===== src/rtl/clk_div_multi.sv =====
// Multi-channel programmable clock divider with staged, boundary-applied config.
// Optional CLKDIV_SYNC_EN adds a sync_pulse input that phase-aligns all enabled channels.
module clk_div_multi #(
  parameter int unsigned      CHANNELS = 4,
  parameter int unsigned      CNT_W    = 28,
  parameter logic [CNT_W-1:0] DEF_DIV  = 28'd50000000,
  parameter logic [CNT_W-1:0] DEF_HIGH = 28'd25000000,
  localparam int unsigned     CH_W     = (CHANNELS > 1) ? $clog2(CHANNELS) : 1
) (
  input  logic                clk50M,
  input  logic                rst_n,
  input  logic [CHANNELS-1:0] en,
  input  logic                cfg_valid,
  output logic                cfg_ready,
  input  logic [CH_W-1:0]     cfg_ch,
  input  logic [CNT_W-1:0]    cfg_div,
  input  logic [CNT_W-1:0]    cfg_high,
`ifdef CLKDIV_SYNC_EN
  input  logic                sync_pulse,
`endif
  output logic                cfg_err,
  output logic [CHANNELS-1:0] clk_out,
  output logic [CHANNELS-1:0] tick
);

  logic [CNT_W-1:0] cnt_q   [CHANNELS];
  logic [CNT_W-1:0] cnt_d   [CHANNELS];
  logic [CNT_W-1:0] div_q   [CHANNELS];
  logic [CNT_W-1:0] div_d   [CHANNELS];
  logic [CNT_W-1:0] high_q  [CHANNELS];
  logic [CNT_W-1:0] high_d  [CHANNELS];
  logic [CNT_W-1:0] sdiv_q  [CHANNELS];
  logic [CNT_W-1:0] sdiv_d  [CHANNELS];
  logic [CNT_W-1:0] shigh_q [CHANNELS];
  logic [CNT_W-1:0] shigh_d [CHANNELS];

  logic [CHANNELS-1:0] pend_q, pend_d;
  logic [CHANNELS-1:0] clk_d, tick_d;
  logic [CHANNELS-1:0] bound_c, apply_c, hit_c;
  logic                sync_c, ch_ok_c, div_ok_c, accept_c, cfg_err_d;

`ifdef CLKDIV_SYNC_EN
  assign sync_c = sync_pulse;
`else
  assign sync_c = 1'b0;
`endif

  // Ready reflects the addressed channel's pending flag; out-of-range channels are always ready.
  always_comb begin : ready_comb
    cfg_ready = 1'b1;
    for (int i = 0; i < CHANNELS; i++) begin
      if (cfg_ch == CH_W'(i)) cfg_ready = !pend_q[i];
    end
  end

  assign ch_ok_c   = 32'(cfg_ch) < CHANNELS;
  assign div_ok_c  = cfg_div >= CNT_W'(2);
  assign accept_c  = cfg_valid && cfg_ready;
  assign cfg_err_d = accept_c && !(ch_ok_c && div_ok_c);

  // Per-channel counting, boundary detection and shadow-to-active transfer.
  always_comb begin : chan_comb
    bound_c = '0;
    apply_c = '0;
    hit_c   = '0;
    clk_d   = '0;
    tick_d  = '0;
    pend_d  = pend_q;
    for (int i = 0; i < CHANNELS; i++) begin
      cnt_d[i]   = cnt_q[i];
      div_d[i]   = div_q[i];
      high_d[i]  = high_q[i];
      sdiv_d[i]  = sdiv_q[i];
      shigh_d[i] = shigh_q[i];

      if (en[i]) begin
        clk_d[i]   = cnt_q[i] < high_q[i];
        tick_d[i]  = cnt_q[i] == '0;
        bound_c[i] = sync_c || (cnt_q[i] >= div_q[i] - CNT_W'(1));
        cnt_d[i]   = bound_c[i] ? '0 : cnt_q[i] + CNT_W'(1);
      end else begin
        bound_c[i] = 1'b1;
        cnt_d[i]   = '0;
      end

      apply_c[i] = pend_q[i] && bound_c[i];
      if (apply_c[i]) begin
        div_d[i]  = sdiv_q[i];
        high_d[i] = shigh_q[i];
        pend_d[i] = 1'b0;
      end

      // Accept requires !pend_q, so it never collides with an apply on the same channel.
      hit_c[i] = accept_c && ch_ok_c && div_ok_c && (cfg_ch == CH_W'(i));
      if (hit_c[i]) begin
        sdiv_d[i]  = cfg_div;
        shigh_d[i] = cfg_high;
        pend_d[i]  = 1'b1;
      end
    end
  end

  always_ff @(posedge clk50M or negedge rst_n) begin : state_ff
    if (!rst_n) begin
      for (int i = 0; i < CHANNELS; i++) begin
        cnt_q[i]   <= '0;
        div_q[i]   <= DEF_DIV;
        high_q[i]  <= DEF_HIGH;
        sdiv_q[i]  <= DEF_DIV;
        shigh_q[i] <= DEF_HIGH;
      end
      pend_q  <= '0;
      clk_out <= '0;
      tick    <= '0;
      cfg_err <= 1'b0;
    end else begin
      for (int i = 0; i < CHANNELS; i++) begin
        cnt_q[i]   <= cnt_d[i];
        div_q[i]   <= div_d[i];
        high_q[i]  <= high_d[i];
        sdiv_q[i]  <= sdiv_d[i];
        shigh_q[i] <= shigh_d[i];
      end
      pend_q  <= pend_d;
      clk_out <= clk_d;
      tick    <= tick_d;
      cfg_err <= cfg_err_d;
    end
  end

endmodule


===== config.mk =====
export PLATFORM = sky130hd
export DESIGN_NAME = clk_div_multi
export DESIGN_NICKNAME = d
export VERILOG_FILES = /design/src/rtl/clk_div_multi.sv
export SDC_FILE = /design/constraint.sdc
export NUM_CORES = 1
export LEC_CHECK = 0
export BUFFER_PORTS_ARGS = -buffer_cell sky130_fd_sc_hd__clkbuf_2
export CORE_ASPECT_RATIO = 0.75
export CORE_MARGIN = 2
export CORE_UTILIZATION = 50
export CTS_BUF_LIST = sky130_fd_sc_hd__clkbuf_4 sky130_fd_sc_hd__clkbuf_8
export CTS_CLUSTER_SIZE = 20
export DETAILED_ROUTE_END_ITERATION = 6
export PLACE_DENSITY_LB_ADDON = 0.25
export SYNTH_ARGS = -nofsm -noshare
export SYNTH_HDL_FRONTEND = slang
export SYNTH_SLANG_ARGS = --single-unit

===== constraint.sdc =====
create_clock -name clk50M -period 4.7 [get_ports clk50M]
set_input_delay 0.94 -clock clk50M [delete_from_list [all_inputs] [get_ports clk50M]]
set_output_delay 0.94 -clock clk50M [all_outputs]
set_load 0.005 [all_outputs]

After elaboration in Yosys (flattened, before gate mapping)

Index checks and enable logic that the tools add are counted.

Word-level logic and storage cells: 104
Bits in registers: 573
Output and inout port bits: 10

$lt $le $gt $ge: 9
Eq/ne operators: 3
$add $sub $neg: 8
Reductions and logical operators: 25
Muxes and demuxes: 32

Operators with widths:

| operator                                                                             | number |
|---|---|
| 28-bit two-way mux                                                                   | 8 |
| 28-bit by 1-bit adder with 28-bit output, second input constant                      | 4 |
| 28-bit greater-or-equal comparator                                                   | 4 |
| 28-bit zero test                                                                     | 4 |
| 28-bit < comparator                                                                  | 4 |
| 28-bit by 1-bit subtractor with 28-bit output, second input constant                 | 4 |
| 28-bit by 2-bit greater-or-equal comparator with 1-bit output, second input constant | 1 |
| 1-bit two-way mux                                                                    | 24 |
| 1-bit logical AND                                                                    | 11 |
| 2-bit nonzero test                                                                   | 4 |
| 1-bit zero test                                                                      | 5 |
| 2-bit == test, second input constant                                                 | 2 |
| 2-bit by 1-bit == test with 1-bit output, second input constant                      | 1 |
| 2-bit zero test                                                                      | 1 |

Logic depth before layout (Yosys ltp)

Gate-level depths: netlist of run 1.

Word-level depth: 9
Gate-level depth with buffers: 18
Mapped depth without buffers: 15

Worst setup path after synthesis of run 1

Ideal clock, no wire load.

Path type: register to register
From: register div_q[5] in the netlist's numbering
To: register div_q[0] in the netlist's numbering
Buffers on the path: 2
Library setup time: 0.125 ns
Arrival time: 4.664 ns
Cell stages (with the launch flop): 16
Path slack: -0.089 ns
Cells stage by stage: dfrtp_1 -> or4_4 -> or3_4 -> or3_4 -> or4_4 -> nor3b_2 -> xnor2_1 -> ha_1 -> and3_1 -> nand4_1 -> or4b_2 -> o211ai_1 -> o31ai_1 -> clkbuf_1 -> clkbuf_1 -> mux2_2

Longest elaborated chain between the ends: 4

RTL lines:

| what                                          | RTL line | source |
|---|---|---|
| start, declared                               | 28       | `logic [CNT_W-1:0] div_q [CHANNELS];` |
| start signal, assigned by index               | 119      | `div_q[i] <= div_d[i];` |
| 28-bit by 1-bit subtractor with 28-bit output | 79       | `bound_c[i] = sync_c \|\| (cnt_q[i] >= div_q[i] - CNT_W'(1));` |
| 28-bit greater-or-equal comparator            | 79       |  |
| 1-bit two-way mux                             | 76       | `if (en[i]) begin` |
| 1-bit logical AND                             | 86       | `apply_c[i] = pend_q[i] && bound_c[i];` |

No other way between the ends.
A chain may end at the register's enable or synchronous reset.

Worst setup path in the final report of run 1

From: register div_q[7] in the netlist's numbering
To: register div_q[16] in the netlist's numbering

Same word-level chain as after synthesis.

==> reports/metrics.yaml, run 1 <==
synth_compound_area_share_pct: 3.976
ctsLongestPathBuffers: 3
synth-main-ff-cell: "dfrtp_1"
syn_to_final_growth_pct: 13.93
drt-initial-drc-count: 1127
fin_crit_ns: 4.806
rows: 77
crit_type: "flip-flop to flip-flop"
htree_levels: 3
worstPathMaxFanout: 5
antenna_found_initial: 23
yosys.cell_types.count: 58
peakVddDrop_uv: 271.4
die_y_um: 214.9
floorplan.die_area_um2: 61280
synth-simple-area-share_pct: 11.26
fillers: 4816
rsz0062_at_grt: "yes"
nets: 2949
vias_per_cell: 5.729
portBuffers: 74
finalClockSkew_ns: 0.03979
ios: 75
grt_max_degree: 116
min_path_type: "input port to async pin"
reg2reg_slack_ns: -0.11
synth_top_cell_area_share_pct: 32.16
grt_pass1_vias: 20148
synthTopCellsByCount: "mux2_2, dfrtp_1, ha_1, nor2_1, dfstp_2"
register_area_um2: 14580
synth-async-reset-ratio_pct: 100.0
fin_crit_sh_pct: 102.3
wl_per_cell_um: 21.90
place.gp.congestion: 0.9220
grt_usage_pct: 25.38
worst_pin_slew_ns: 1.033
crit_path_end_kind: "flip-flop"
route.detailed.drc: 0
slew_headroom_pct: 30.62
synthesis.area_um2: 29650
routed-via-count: 20178
final_util_pct: 57.47
synth-seq-cells: 573
synth-xor-area-share_pct: 6.056
numCtsBuffers: 90
insertion_delay_ns: 0.72
p_per_area_nw_per_um2: 504.7
synth_top_family_by_area: "multiplexers"
crit_path_start_kind: "flip-flop"
r2r_cells: 16
outcome: "finished, violations left"
yosys_warnings: 0
cts_hold_buf: 0
synth-edff-count: 0
finalSetupViolCount: 56
maxCapViolCount: 0
avgSynthCellArea_um2: 11.89
hold_viol: 0
r2r_end: "div_q[16]"
fmax_ghz: 0.2081
drive_gt1_share_pct: 35.90
required_ns: 5.27
core_area_um2: 58770
syn-num-nets: 2791
ys_top_cells_by_area: "dfrtp_1, dfstp_2, mux2_2, ha_1, xnor2_1"
dr.pass1.iters: 5
slew_viol_final: 0
timing.rr.start: "div_q[7]"
ys_seq_area_share_pct: 49.17
multiInputGateArea_um2: 14460
cts_sinks: 573
wirelength_mm: 77.14
yosysMostFrequentCell: "mux2_2"
synthCells: 2494
synth_top_area_cell: "dfrtp_1"
fp.dieW_um: 285.2
arrival_ns: 5.37
fin_ws_ns: -0.1063
grt-ovfl-total: 0
grt_pass1_wl_mm: 119.1
p_leak_nw: 15.07
root_buffer: "clkbuf_8"
antenna_left: 0
path_clk_slew_ns: 0.06
failed_checks: "negative setup slack"
finalPower_mw: 17.05
synthAdderAreaFrac_pct: 9.791
dpl.hpwl_mm: 52.84
initial_utilization_pct: 50.45
cts_tree: "built"
synthMuxAreaShare_pct: 17.09
==> where the power goes <==
| part | leakage, nW | switching [mW] | internal [mW] |
|---|---|---|---|
| registers | 6.80 | 1.13 | 6.84 |
| clock network | 1.10 | 2.04 | 2.71 |
| logic | 7.17 | 2.03 | 2.30 |
| total | 15.1 | 5.20 | 11.8 |
==> cell type report <==
| type | instances | area share [%] |
|---|---|---|
| clock buffer | 154 | 5.590 |
| inverter | 143 | 1.589 |
| multi-input combinational | 1714 | 42.80 |
| timing repair buffer | 130 | 3.330 |
| antenna | 2 | 0.01482 |
| sequential | 573 | 43.16 |
| clock inverter | 16 | 0.5816 |
| tap | 790 | 2.926 |
==> worst max path at each step <==
stage	slack (ns)	startpoint	end	cells past startpoint
after floorplan	0.02	div_q[5]	div_q[0]	15
after global placement	-0.02	div_q[5]	high_q[9]	14
after detailed placement	-0.06	div_q[5]	high_q[9]	14
after CTS	-0.02	div_q[7]	div_q[2]	15
after global routing	-0.21	div_q[6]	div_q[2]	15
final	-0.11	div_q[7]	div_q[16]	16
==> sequential cells by signal (all words and copies together), names as in the netlist <==
| name | flops |
|---|---|
| cnt_q | 112 |
| div_q | 112 |
| high_q | 112 |
| sdiv_q | 112 |
| shigh_q | 112 |
| clk_out | 4 |
| pend_q | 4 |
| tick | 4 |
| cfg_err | 1 |
==> per-stage QoR <==
step | cells | TNS [ns] | hold slack (ns) | setup WS (ns) | area [um2]
finish | 3522 | -4.062 | 0.2899 | -0.1063 | 33780
global route | 3520 | -10.91 | 0.3333 | -0.2115 | 33770
CTS | 3512 | -0.3628 | 0.3482 | -0.02268 | 33570
detailed placement | 3334 | -0.8556 | 0.4881 | -0.05528 | 31350
global placement | 3334 | -0.2670 | 0.4816 | -0.02477 | 31350
floorplan | 2494 | 0 | 0.4737 | 0.02246 | 29660
==> metal layers <==
layer,vias to the layer above,track usage [%],wire length (um)
met5,-,0,13
met2,590,39.23,34850
met4,2,7.923,2398
met1,10192,35.87,34880
met3,146,5.350,4987
li1,9248,-,-
==> kinds of logic after synthesis <==
family                     count (synthesis)
buffers and inverters                    207
muxes                                    449
and+or+nand+nor                          638
AOI/OAI and AO/OA                        190
adders and majority gates                232
xor gates and xnor gates                 205
DFF                                      573
==> what timing repair did <==
item                                    CTS  global route
endpoints found under the setup margin   49           127
cloned                                    2             5
gates resized for setup                   4            27
pin swaps                                 5            11
setup buffers                             6             5
==> placed cells by master (no fill, tap or decap), drive strengths merged, types with 55 or more instances in the layout <==
| cell | synthesis | routed |
|---|---|---|
| clkbuf | 54 | 230 |
| nand2 | 75 | 75 |
| nand3 | 65 | 65 |
| ha | 232 | 232 |
| o21ai | 55 | 55 |
| mux2 | 448 | 448 |
| dfstp | 192 | 192 |
| a21oi | 56 | 56 |
| inv | 143 | 146 |
| xor2 | 99 | 99 |
| nand4 | 70 | 70 |
| dfrtp | 381 | 381 |
| xnor2 | 106 | 106 |
| nor4 | 62 | 62 |
| nor2 | 197 | 197 |
==> worst max-delay path: stages (launching register included) <==
cell and delay [ns]:
dfstp_2 0.37, or4_4 0.53, or3_4 0.34, or3_4 0.34, or4_4 0.54, nor3b_2 0.23
xnor2_1 0.10, ha_1 0.30, and3_4 0.19, nand4_1 0.15, buf_4 0.18, or4b_4 0.52
o211ai_1 0.17, o31ai_4 0.14, buf_12 0.18, clkbuf_16 0.15, mux2_2 0.26
Power figures use the tool's default switching activity.
==> run 2, diff against run 1 <==
BUFFER_PORTS_ARGS = -buffer_cell sky130_fd_sc_hd__buf_2   (was -buffer_cell sky130_fd_sc_hd__clkbuf_2)
==> reports/metrics.yaml, run 2 (synthesized netlist as in run 1, its figures left out) <==
power.share.switching_pct: 30.29  # -0.22 points
grt_max_degree: 119  # +2.6%
htree_levels: 3  # unchanged
die_y_um: 214.9  # unchanged
fin_crit_sh_pct: 101.2  # -1.1 points
register_area_um2: 14580  # unchanged
routed-via-count: 20072  # -0.53%
p_per_area_nw_per_um2: 509.2  # +0.91%
antenna_left: 0  # unchanged
outcome: "finished, violations left"
r2r_end: "div_q[10]"
vias_per_cell: 5.709  # -0.36%
min_path_type: "input port to async pin"
ctsLongestPathBuffers: 3  # unchanged
peakVddDrop_uv: 246.5  # -9.2%
crit_path_start_kind: "flip-flop"
finalSetupViolCount: 46  # -18%
fmax_ghz: 0.2103  # +1.1%
place.gp.congestion: 0.9000  # -2.4%
syn_to_final_growth_pct: 13.01
finalClockSkew_ns: 0.02733  # -0.01246 ns
multiInputGateArea_um2: 14390  # -0.45%
rows: 77  # unchanged
grt_usage_pct: 25.27  # -0.11 points
grt-ovfl-total: 0  # unchanged
finalPower_mw: 17.06  # about the same
fin_ws_ns: -0.05548  # +0.05082 ns
p_leak_nw: 14.96  # -0.78%
nets: 2938  # -0.37%
root_buffer: "clkbuf_8"
portBuffers: 74  # unchanged
dr.pass1.iters: 5  # unchanged
wl_per_cell_um: 21.90  # about the same
ios: 75  # unchanged
final_util_pct: 57.01  # -0.46 points
route.detailed.drc: 0  # unchanged
dpl.hpwl_mm: 52.53  # -0.59%
arrival_ns: 5.34  # -0.03 ns
rsz0062_at_grt: "yes"
hold_viol: 0  # unchanged
p_int_mw: 11.89  # +0.41%
cts_tree: "built"
p_clk_share_pct: 28.3  # +0.5 points
maxCapViolCount: 0  # unchanged
initial_utilization_pct: 50.45  # unchanged
fp.dieW_um: 285.2  # unchanged
core_area_um2: 58770  # unchanged
final_cell_mix: "mux2_2, dfrtp_1, ha_1"
seq_power_share_pct: 46.7  # about the same
mostFrequentLayoutCell: "mux2_2"
worstPathMaxFanout: 21  # +16
floorplan.die_area_um2: 61280  # unchanged
insertion_delay_ns: 0.72  # about the same
worst_pin_slew_ns: 1.050  # +0.01693 ns
timing.rr.start: "div_q[5]"
required_ns: 5.28  # about the same
grt_pass1_wl_mm: 118.6  # -0.43%
fillers: 4923  # +2.2%
drt-initial-drc-count: 1465  # +30%
slew_headroom_pct: 30.03  # -0.60 points
antenna_found_initial: 20  # -13%
numCtsBuffers: 91  # +1.1%
p_comb_share_pct: 25.0  # -0.4 points
fin_crit_ns: 4.755  # -0.05082 ns
grt_pass1_vias: 20429  # +1.4%
path_clk_slew_ns: 0.06  # about the same
r2r_cells: 15  # -1
crit_path_end_kind: "flip-flop"
cts_sinks: 573  # unchanged
slew_viol_final: 0  # unchanged
wirelength_mm: 77.00  # -0.18%
drive_gt1_share_pct: 35.31  # -0.59 points
p_switching_mw: 5.169  # -0.62%
reg2reg_slack_ns: -0.06  # +0.05 ns
failed_checks: "negative setup slack"
crit_type: "flip-flop to flip-flop"
==> run 2: changes by cell type in the layout (fill, tap and decap cells not counted), moves of 5 or more <==
| cell | before | now |
|---|---|---|
| buf_12 | 17 | 11 |
| diode_2 | 2 | 7 |
| clkbuf_2 | 73 | 0 |
| nor2_1 | 187 | 196 |
| nor2_4 | 8 | 0 |
| buf_2 | 0 | 74 |
==> run 2: worst max-delay path: stages, from the launching register on <==
cell and delay [ns]:
dfrtp_1 0.37, or4_4 0.53, or3_4 0.35, or3_4 0.37
or4_4 0.54, nor3b_4 0.20, xnor2_1 0.09, ha_1 0.30
and3_4 0.19, nand4_1 0.13, or4_1 0.53, o211ai_1 0.23
buf_4 0.16, o31ai_4 0.10, clkbuf_16 0.25, mux2_2 0.28
==> run 2: how the worst max path moves through the flow <==
stage	cells after the start	slack, ns	startpoint	end
floorplan	15	0.02	div_q[5]	div_q[0]
global placement	14	0.02	div_q[5]	high_q[10]
detailed placement	14	-0.02	div_q[5]	high_q[9]
CTS	14	-0.03	div_q[5]	high_q[15]
global route	15	-0.17	div_q[5]	high_q[15]
finish	15	-0.06	div_q[5]	div_q[10]
==> run 2: cell type report <==
class                   instances  area share (%)
flip-flops and latches        573           43.51
multi-input cells            1714           42.96
clock buffers                 157           5.721
well taps                     790           2.950
repair buffers                118           2.640
inverters                     143           1.602
clock inverters                14          0.5602
diodes                          7         0.05228
==> run 2: repair_timing <==
item,4_1_cts,5_1_grt
resized for setup,1,8
setup buffers,0,2
gates cloned,0,3
hold buffers,0,0
pin swaps,1,0
endpoints found under the setup margin,32,135
==> run 2: power by group through the flow <==
stage | combinational [mW] | clock, mW | sequential [mW]
after floorplan | 3.23 | 0 | 7.64
after global placement | 3.99 | 0 | 7.94
after detailed placement | 4.25 | 0 | 8.02
after CTS | 4.28 | 4.93 | 7.95
after global routing | 4.81 | 5.16 | 8.17
final | 4.27 | 4.83 | 7.96
==> run 2: through the flow <==
step / setup TNS (ns) / area, um2 / setup WS, ns / hold slack (ns) / std cells
after floorplan: 0 / 29660 / 0.02246 / 0.4737 / 2494
after global placement: 0 / 31270 / 0.02184 / 0.4803 / 3333
after detailed placement: -0.1077 / 31270 / -0.01638 / 0.4869 / 3333
after CTS: -0.2420 / 33380 / -0.02632 / 0.3178 / 3504
after global routing: -7.727 / 33500 / -0.1708 / 0.3369 / 3513
final: -1.072 / 33500 / -0.05548 / 0.2796 / 3516
==> run 2: metal layers <==
layer,wire [um],vias to the layer above,GRT usage (%)
met1,34390,10081,35.02
met4,3438,0,10.58
met5,0,-,1.172
met3,5472,160,6.051
met2,33700,582,37.94
li1,-,9249,-
